===== src/rtl/keypad_entry.sv =====
// keypad_entry: scans a 4x4 active-low matrix keypad, debounces presses and
// releases, and reports one hex code per press with a single-cycle strobe.
// Optional digit entry is built when KEYPAD_DIGIT_ENTRY_EN is defined; the
// newest decimal digit lands in num0 and C clears all four. Without the
// macro, num0..num3 are tied to zero.
module keypad_entry #(
    parameter int unsigned SCAN_DIV = 50000,
    parameter int unsigned DEBOUNCE = 4
) (
    input  logic       clk,
    input  logic       rst_n,
    input  logic [3:0] row,
    output logic [3:0] col,
    output logic [3:0] key_code,
    output logic       key_valid,
    output logic [3:0] num0,
    output logic [3:0] num1,
    output logic [3:0] num2,
    output logic [3:0] num3
);

    localparam int unsigned SLOT_W = (SCAN_DIV > 1) ? $clog2(SCAN_DIV) : 1;
    localparam logic [SLOT_W-1:0] SLOT_LAST = SLOT_W'(SCAN_DIV - 1);
    localparam logic [3:0] DB_TARGET = 4'(DEBOUNCE);

    typedef enum logic [1:0] {
        ST_SCAN,
        ST_DEBOUNCE,
        ST_PRESSED,
        ST_RELEASE
    } state_t;

    logic [1:0]        rst_sync;
    logic              rst_i;
    logic [3:0]        row_meta;
    logic [3:0]        row_s;
    logic [SLOT_W-1:0] slot;
    logic              sample;
    state_t            state;
    logic [1:0]        c;
    logic [1:0]        c_inc;
    logic [3:0]        col_inc;
    logic [3:0]        cnt;
    logic [3:0]        cnt_inc;
    logic [3:0]        pat;
    logic [3:0]        key_next;

    // Hex code for the lowest active row of a captured pattern in column cc.
    function automatic logic [3:0] key_lookup(input logic [3:0] p, input logic [1:0] cc);
        logic [1:0] r;
        logic [3:0] k;
        r = 2'd3;
        if (!p[0])      r = 2'd0;
        else if (!p[1]) r = 2'd1;
        else if (!p[2]) r = 2'd2;
        case ({r, cc})
            4'b00_00: k = 4'h1;
            4'b00_01: k = 4'h2;
            4'b00_10: k = 4'h3;
            4'b00_11: k = 4'hA;
            4'b01_00: k = 4'h4;
            4'b01_01: k = 4'h5;
            4'b01_10: k = 4'h6;
            4'b01_11: k = 4'hB;
            4'b10_00: k = 4'h7;
            4'b10_01: k = 4'h8;
            4'b10_10: k = 4'h9;
            4'b10_11: k = 4'hC;
            4'b11_00: k = 4'h0;
            4'b11_01: k = 4'hF;
            4'b11_10: k = 4'hE;
            default:  k = 4'hD;
        endcase
        return k;
    endfunction

    // Reset asserts asynchronously and releases two clocks later.
    always_ff @(posedge clk or negedge rst_n) begin
        if (!rst_n) rst_sync <= 2'b00;
        else        rst_sync <= {rst_sync[0], 1'b1};
    end
    assign rst_i = rst_sync[1];

    // Two-flop synchronizer for the asynchronous row inputs.
    always_ff @(posedge clk or negedge rst_i) begin
        if (!rst_i) begin
            row_meta <= 4'hF;
            row_s    <= 4'hF;
        end else begin
            row_meta <= row;
            row_s    <= row_meta;
        end
    end

    assign sample   = (slot == SLOT_LAST);
    assign c_inc    = c + 2'd1;
    assign col_inc  = ~(4'b0001 << c_inc);
    assign cnt_inc  = cnt + 4'd1;
    assign key_next = key_lookup(pat, c);

    // Slot timer, column rotation and press/release debounce state machine.
    always_ff @(posedge clk or negedge rst_i) begin
        if (!rst_i) begin
            state     <= ST_SCAN;
            slot      <= '0;
            c         <= 2'd0;
            col       <= 4'b1110;
            cnt       <= 4'd0;
            pat       <= 4'hF;
            key_code  <= 4'h0;
            key_valid <= 1'b0;
        end else begin
            key_valid <= 1'b0;
            slot      <= sample ? '0 : slot + SLOT_W'(1);
            case (state)
                ST_SCAN: begin
                    if (sample) begin
                        if (row_s == 4'hF) begin
                            c   <= c_inc;
                            col <= col_inc;
                        end else begin
                            pat   <= row_s;
                            cnt   <= 4'd1;
                            state <= (DEBOUNCE == 1) ? ST_PRESSED : ST_DEBOUNCE;
                        end
                    end
                end
                ST_DEBOUNCE: begin
                    if (sample) begin
                        if (row_s == pat) begin
                            cnt <= cnt_inc;
                            if (cnt_inc == DB_TARGET) state <= ST_PRESSED;
                        end else begin
                            cnt   <= 4'd0;
                            c     <= c_inc;
                            col   <= col_inc;
                            state <= ST_SCAN;
                        end
                    end
                end
                ST_PRESSED: begin
                    key_code  <= key_next;
                    key_valid <= 1'b1;
                    cnt       <= 4'd0;
                    state     <= ST_RELEASE;
                end
                ST_RELEASE: begin
                    if (sample) begin
                        if (row_s == 4'hF) begin
                            if (cnt_inc == DB_TARGET) begin
                                cnt   <= 4'd0;
                                c     <= c_inc;
                                col   <= col_inc;
                                state <= ST_SCAN;
                            end else begin
                                cnt <= cnt_inc;
                            end
                        end else begin
                            cnt <= 4'd0;
                        end
                    end
                end
            endcase
        end
    end

`ifdef KEYPAD_DIGIT_ENTRY_EN
    // Decimal keys shift in as the newest digit; C clears the entry.
    always_ff @(posedge clk or negedge rst_i) begin
        if (!rst_i) begin
            num0 <= 4'h0;
            num1 <= 4'h0;
            num2 <= 4'h0;
            num3 <= 4'h0;
        end else if (state == ST_PRESSED) begin
            if (key_next <= 4'h9) begin
                num3 <= num2;
                num2 <= num1;
                num1 <= num0;
                num0 <= key_next;
            end else if (key_next == 4'hC) begin
                num0 <= 4'h0;
                num1 <= 4'h0;
                num2 <= 4'h0;
                num3 <= 4'h0;
            end
        end
    end
`else
    assign num0 = 4'h0;
    assign num1 = 4'h0;
    assign num2 = 4'h0;
    assign num3 = 4'h0;
`endif

endmodule


===== config.mk =====
export PLATFORM = sky130hd
export DESIGN_NAME = keypad_entry
export DESIGN_NICKNAME = d
export VERILOG_FILES = /design/src/rtl/keypad_entry.sv
export SDC_FILE = /design/constraint.sdc
export NUM_CORES = 1
export LEC_CHECK = 0
export ABC_AREA = 1
export BUFFER_PORTS_ARGS = -buffer_cell sky130_fd_sc_hd__buf_2
export CAP_MARGIN = 40
export CORE_MARGIN = 2
export CORE_UTILIZATION = 30
export CTS_CLUSTER_DIAMETER = 80
export DETAILED_ROUTE_END_ITERATION = 10
export PLACE_DENSITY_LB_ADDON = 0.08
export RECOVER_POWER = 25
export SYNTH_ARGS = -nofsm -noshare
export SYNTH_HDL_FRONTEND = slang
export SYNTH_SLANG_ARGS = --single-unit

===== constraint.sdc =====
create_clock -name clk -period 2.8 [get_ports clk]
set_input_delay 0.14 -clock clk [delete_from_list [all_inputs] [get_ports clk]]
set_output_delay 0.14 -clock clk [all_outputs]
set_load 0.005 [all_outputs]

==> results of run 1 <==
==> kinds of logic after synthesis <==
logic type | share of synthesized area (%)
xor+xnor | 1.932
compound gates | 8.004
buf+inv | 11.18
simple gates | 28.24
other cells | 0.2761
fa+ha+maj | 6.440
flops | 43.93
==> layout by cell type, fill, tap and decap left out, types with 2 or more instances in the layout <==
master          n
nor2_4          4
conb_1         17
ha_1           14
nand2_1        67
o21a_1          2
nand3_1        10
o21ai_1         8
clkbuf_8        5
o21ai_2         5
nand2_2         9
nor3_1          5
buf_2          13
nor2_1         29
nor2_2          5
a21oi_1        10
nand3_2         2
nand4_1         7
nand2_4         4
inv_1          45
xor2_1          6
dlygate4sd3_1   5
dfrtp_1        32
o21ai_0         8
clkbuf_1        2
dfstp_2        15
a31oi_1         2
==> cell type report <==
class,count,area (um^2)
fillers,939,5749
multi-input cells,222,1277
flip-flops and latches,47,1195
inverters,46,172.7
repair buffers,21,142.6
well taps,108,135.1
clock buffers,5,68.82
clock inverters,3,22.52
==> worst max-delay path by stage <==
| stage | startpoint | end | slack, ns | depth (start not counted) |
|---|---|---|---|---|
| 5_1_grt | state[0]$_DFFE_PN0P_ | c[0]$_DFFE_PN0P_ | 0.92 | 7 |
| 6_report | state[0]$_DFFE_PN0P_ | c[0]$_DFFE_PN0P_ | 1.07 | 7 |
| 3_3_place_gp | state[0]$_DFFE_PN0P_ | c[0]$_DFFE_PN0P_ | 1.11 | 7 |
| 4_1_cts | state[0]$_DFFE_PN0P_ | c[0]$_DFFE_PN0P_ | 1.06 | 7 |
| 2_1_floorplan | state[0]$_DFFE_PN0P_ | c[1]$_DFFE_PN0P_ | 1.28 | 9 |
| 3_5_place_dp | state[0]$_DFFE_PN0P_ | c[0]$_DFFE_PN0P_ | 1.06 | 7 |
==> stage by stage <==
stage	utilization, %	total power, mW	setup WS (ns)	area [um^2]	cells
final	34.39	1.167	1.067	3014	452
after global routing	34.39	1.232	0.9244	3014	452
after CTS	34.47	1.196	1.060	3020	452
after detailed placement	32.85	0.7447	1.059	2879	439
after global placement	32.62	0.7410	1.112	2859	438
after floorplan	-	0.7447	1.277	2776	332
==> critical path, cell delays in order, from the launching register on <==
cell and delay (ns):
dfrtp_1 0.45, inv_1 0.11, ha_1 0.27, inv_1 0.07, nand3_1 0.15, nand2_4 0.14
nand4_4 0.22, xor2_1 0.22
==> state kept, by name, summed over array words and instances, names as in the netlist, named ones only <==
signal     flops
slot          16
cnt            4
col            4
key_code       4
pat            4
row_meta       4
row_s          4
c              2
rst_sync       2
key_valid      1
state          1
==> routing by layer <==
layer	vias to the layer above	global-route usage, %	routed length (um)
li1	1013	-	-
met1	891	15.24	2586
met2	36	18.09	2226
met3	6	2.600	184
met4	0	3.793	70
met5	-	0	0
==> where the power goes <==
group	internal (mW)	switching [mW]
registers	0.691	0.00752
logic	0.0130	0.0236
clock network	0.180	0.252
total	0.884	0.283
==> repair_timing <==
item | 4_1_cts | 5_1_grt
setup endpoints to repair | 0 | 0
hold buffers | 5 | 0
endpoints found under the hold margin | 6 | 0
==> impl_metrics.py, run 1 <==
metrics = {
    "routing": {
        "first_iter_violations": 48,
        "dr.pass1.iters": 4,
        "wl_um": 5067,
        "drc": 0,
        "dr_total_vias": 1946,
        "avgRoutedWirePerCell_um": 11.21,
        "avgViaCountPerCell": 4.305,
        "ant_nets": 0,
    },
    "setup_path": {
        "r2r-end": "c[0]$_DFFE_PN0P_",
        "rr_worst_depth": 7,
        "rrSetupSlack_ns": 1.07,
        "crit_path_end_kind": "flop",
        "path_class": "reg2reg",
        "critPathMaxFanout": 11,
        "cp.arrival_ns": 1.92,
        "r2r_start": "state[0]$_DFFE_PN0P_",
        "crit_path_start_kind": "flop",
        "crit_required_ns": 2.99,
    },
    "logic_synthesis": {
        "post-synth-top-count-cell": "nand2_1",
        "ys_seq_elements": 47,
        "synth_cells": 317,
        "syn_area_per_cell_um2": 8.581,
        "async_flop_share_pct": 100.0,
        "synth-edff-count": 0,
        "synth_warnings": 0,
        "synth_cell_types": 33,
        "synth_top_area_share_pct": 29.44,
        "synth_area_leader_cell": "dfrtp_1",
        "ys_seq_area_share_pct": 43.93,
        "synthFlopType": "dfrtp_1",
        "mappedNetlistArea_mm2": 0.002720,
        "synthTopCellsByArea": "dfrtp_1 (29%), dfstp_2 (14%), nand2_1 (9.2%)",
        "synthTopCellsByCount": "nand2_1 (67), inv_1 (45), dfrtp_1 (32)",
    },
    "timing": {
        "setup_viol": 0,
        "worstMarginPinSlew_ns": 0.6030,
        "skew_ns": 0.004908,
        "holdWs_ns": 0.1293,
        "rsz0062_at_grt": "no",
        "slew_violations": 0,
        "fin_setup_tns_ns": 0,
        "slew_headroom_pct": 59.80,
        "period_minus_slack_ns": 1.733,
        "finalHoldViolCount": 0,
        "fin_crit_sh_pct": 61.88,
        "max_freq_mhz": 577.1,
    },
    "cts": {
        "clock_sinks": 47,
        "htreeDepth": 2,
        "clk_pin_slew_ns": 0.09,
        "cts_buffers": 5,
        "insertion_delay_ns": 0.31,
        "cts_tree": "done",
        "cts_resized": 0,
        "postCtsSetupBuffers": 0,
        "clockBufferDepth": 2,
        "cts_root_buffer": "clkbuf_8",
    },
    "layout": {
        "areaGrowthSynthToFinish_pct": 10.81,
        "antenna_cells": 0,
        "drive_above_1_share_pct": 21.51,
        "nets": 363,
    },
    "floorplan": {
        "num_rows": 34,
        "die_area_mm2": 0.009845,
        "io_pins": 31,
        "core_area_mm2": 0.008763,
        "start_util_pct": 31.04,
        "die_h_um": 99.22,
        "die_w_um": 99.22,
    },
    "placement": {
        "io_buffers": 14,
        "dp_hpwl_um": 3931,
        "gp_congestion": 0.8205,
    },
    "min_path": {
        "hold_class": "in2async",
    },
    "global_route": {
        "antenna_found_initial": 0,
        "grt.overflow.total": 0,
        "grt_pass1_vias": 1918,
        "grt_pass1_wl_um": 8907,
        "grt_max_degree": 32,
        "grtUsageTotal_pct": 11.34,
    },
    "job": {
        "max-cap-violations": 0,
    },
    "power_and_ir_drop": {
        "powerDensity_mw_per_mm2": 387.1,
        "leakagePower_nw": 1.497,
        "ir_drop_v": 0.0001625,
    },
    "status": {
        "outcome": "finished, final reports clean",
    },
}
Power figures use the tool's default switching activity.
==> run 2, diff against run 1 <==
clock period = 1.6 ns   (was 2.8 ns; I/O delays follow)
==> run 2 against run 1 <==
Effect of this change: cell area increased by 17%; sequential cell count stayed put; largest power group unchanged; clock power rose by 150%.
==> impl_metrics.py, run 2 (synthesized netlist as in run 1, its figures left out) <==
metrics = {
    "status": {
        "outcome": "finished, final reports clean",
    },
    "setup_path": {
        "cp.arrival_ns": 1.76,
        "crit_required_ns": 1.80,
        "critPathMaxFanout": 4,
        "crit_path_end_kind": "flop",
        "path_class": "reg2reg",
        "crit_path_start_kind": "flop",
    },
    "timing": {
        "finalHoldViolCount": 0,
        "slew_violations": 0,
        "rsz0062_at_grt": "yes",
        "fin_crit_sh_pct": 97.13,
        "max_freq_mhz": 643.4,
        "setup_viol": 0,
        "holdWs_ns": 0.07729,
        "worstMarginPinSlew_ns": 0.6857,
        "period_minus_slack_ns": 1.554,
        "skew_ns": 0.005358,
        "slew_headroom_pct": 54.29,
    },
    "power_and_ir_drop": {
        "seqPwrFrac_pct": 52.2,
        "p_sw_mw": 0.4877,
        "power.share.switching_pct": 20.80,
        "intPower_mw": 1.857,
        "ir_drop_v": 0.0003985,
        "leakagePower_nw": 1.738,
        "power_frac_comb_pct": 2.8,
        "p_clk_share_pct": 45.1,
        "powerDensity_mw_per_mm2": 662.3,
    },
    "cts": {
        "clk_pin_slew_ns": 0.09,
        "clockBufferDepth": 2,
        "clock_sinks": 47,
        "cts_root_buffer": "clkbuf_8",
        "htreeDepth": 2,
        "insertion_delay_ns": 0.30,
        "cts_tree": "done",
        "cts_buffers": 5,
    },
    "global_route": {
        "grt_pass1_vias": 1921,
        "grtUsageTotal_pct": 11.82,
        "grt_max_degree": 31,
        "grt.overflow.total": 0,
        "grt_pass1_wl_um": 9280,
        "antenna_found_initial": 0,
    },
    "floorplan": {
        "core_area_mm2": 0.008763,
        "start_util_pct": 31.04,
        "die_area_mm2": 0.009845,
        "num_rows": 34,
        "die_h_um": 99.22,
        "die_w_um": 99.22,
        "io_pins": 31,
    },
    "routing": {
        "drc": 0,
        "avgRoutedWirePerCell_um": 11.19,
        "avgViaCountPerCell": 4.224,
        "dr.pass1.iters": 4,
        "dr_total_vias": 2095,
        "first_iter_violations": 71,
        "ant_nets": 0,
        "wl_um": 5552,
    },
    "layout": {
        "antenna_cells": 0,
        "areaGrowthSynthToFinish_pct": 30.13,
        "largest_reg_flops": 16,
        "drive_above_1_share_pct": 37.63,
        "final_common_cell": "nand2_1",
        "final_cell_mix": "nand2_1 (63), buf_4 (41), inv_1 (38)",
        "nets": 407,
        "layout.cells.non_filler": 496,
        "regMostFlops": "slot",
    },
    "job": {
        "max-cap-violations": 0,
    },
    "min_path": {
        "hold_class": "in2async",
    },
    "placement": {
        "io_buffers": 14,
        "gp_congestion": 0.7634,
        "dp.cells": 464,
        "dp_hpwl_um": 4021,
    },
}
==> run 2: cell count changes in the layout (fill, tap and decap cells not counted), sizes merged <==
| cell | delta |
|---|---|
| inv | -2 |
| buf | +45 |
| clkbuf | -1 |
| bufinv | +2 |
==> run 2: worst paths after layout <==
check                           depth (start not counted)                     to  slack [ns]                  start
worst max register to register                          9     slot[15]$_DFF_PN0_        0.05      slot[1]$_DFF_PN0_
worst min-delay path                                    2  rst_sync[0]$_DFF_PN0_        0.08                  rst_n
worst min register to register                          0     slot[12]$_DFF_PN0_        0.29  rst_sync[1]$_DFF_PN0_
worst max-delay path                                    9     slot[15]$_DFF_PN0_        0.05      slot[1]$_DFF_PN0_
max in group asynchronous                               1     col[2]$_DFFE_PN1P_        0.64  rst_sync[1]$_DFF_PN0_
min in group clk                                        0     row_s[0]$_DFF_PN1_        0.36  row_meta[0]$_DFF_PN1_
==> run 2: layout make-up <==
type,instances,area [um^2]
clock buffers,5,68.82
clock inverters,3,67.56
fillers,887,5224
inverters,46,175.2
multi-input cells,222,1394
flip-flops and latches,47,1199
well taps,108,135.1
repair buffers,65,500.5
==> run 2: power groups by stage <==
stage | Clock [mW] | Sequential (mW) | Combinational [mW]
after global routing | 1.15 | 1.23 | 0.0765
after floorplan | 0 | 1.25 | 0.0520
final | 1.06 | 1.22 | 0.0648
after CTS | 1.11 | 1.23 | 0.0660
after global placement | 0 | 1.25 | 0.0562
after detailed placement | 0 | 1.25 | 0.0569
==> run 2: through the flow <==
stage	TNS, ns	worst slack [ns]	cell area [um^2]	util, %	power (mW)
after CTS	0	0.003803	3286	37.49	2.397
after global routing	-0.1736	-0.04823	3540	40.39	2.459
final	0	0.04587	3540	40.39	2.344
after global placement	-0.03285	-0.02552	3067	34.99	1.303
after detailed placement	-0.03414	-0.02830	3067	34.99	1.304
after floorplan	0	0.07654	2776	-	1.303
==> run 2: metal layers <==
layer | up-vias | global-route usage, % | routed length [um]
li1 | 1100 | - | -
met1 | 954 | 16.60 | 2878
met2 | 35 | 17.98 | 2418
met3 | 6 | 2.600 | 177
met4 | 0 | 4.110 | 78
met5 | - | 0 | 0
==> run 2: timing repair <==
action,in CTS,in global routing
pin swaps,1,23
hold endpoints to repair,6,0
buffers inserted,2,17
hold buffers,5,0
resized for setup,1,40
setup endpoints to repair,8,22
==> run 2: worst max-delay path, stage by stage (launching register included) <==
cell and delay, ns:
dfrtp_1 0.40, buf_4 0.14, nand3_4 0.09, nor2_4 0.11, nand2_2 0.09, nor2_4 0.14
nand2_2 0.09, nor2_4 0.16, nand2_1 0.07, o21a_1 0.16
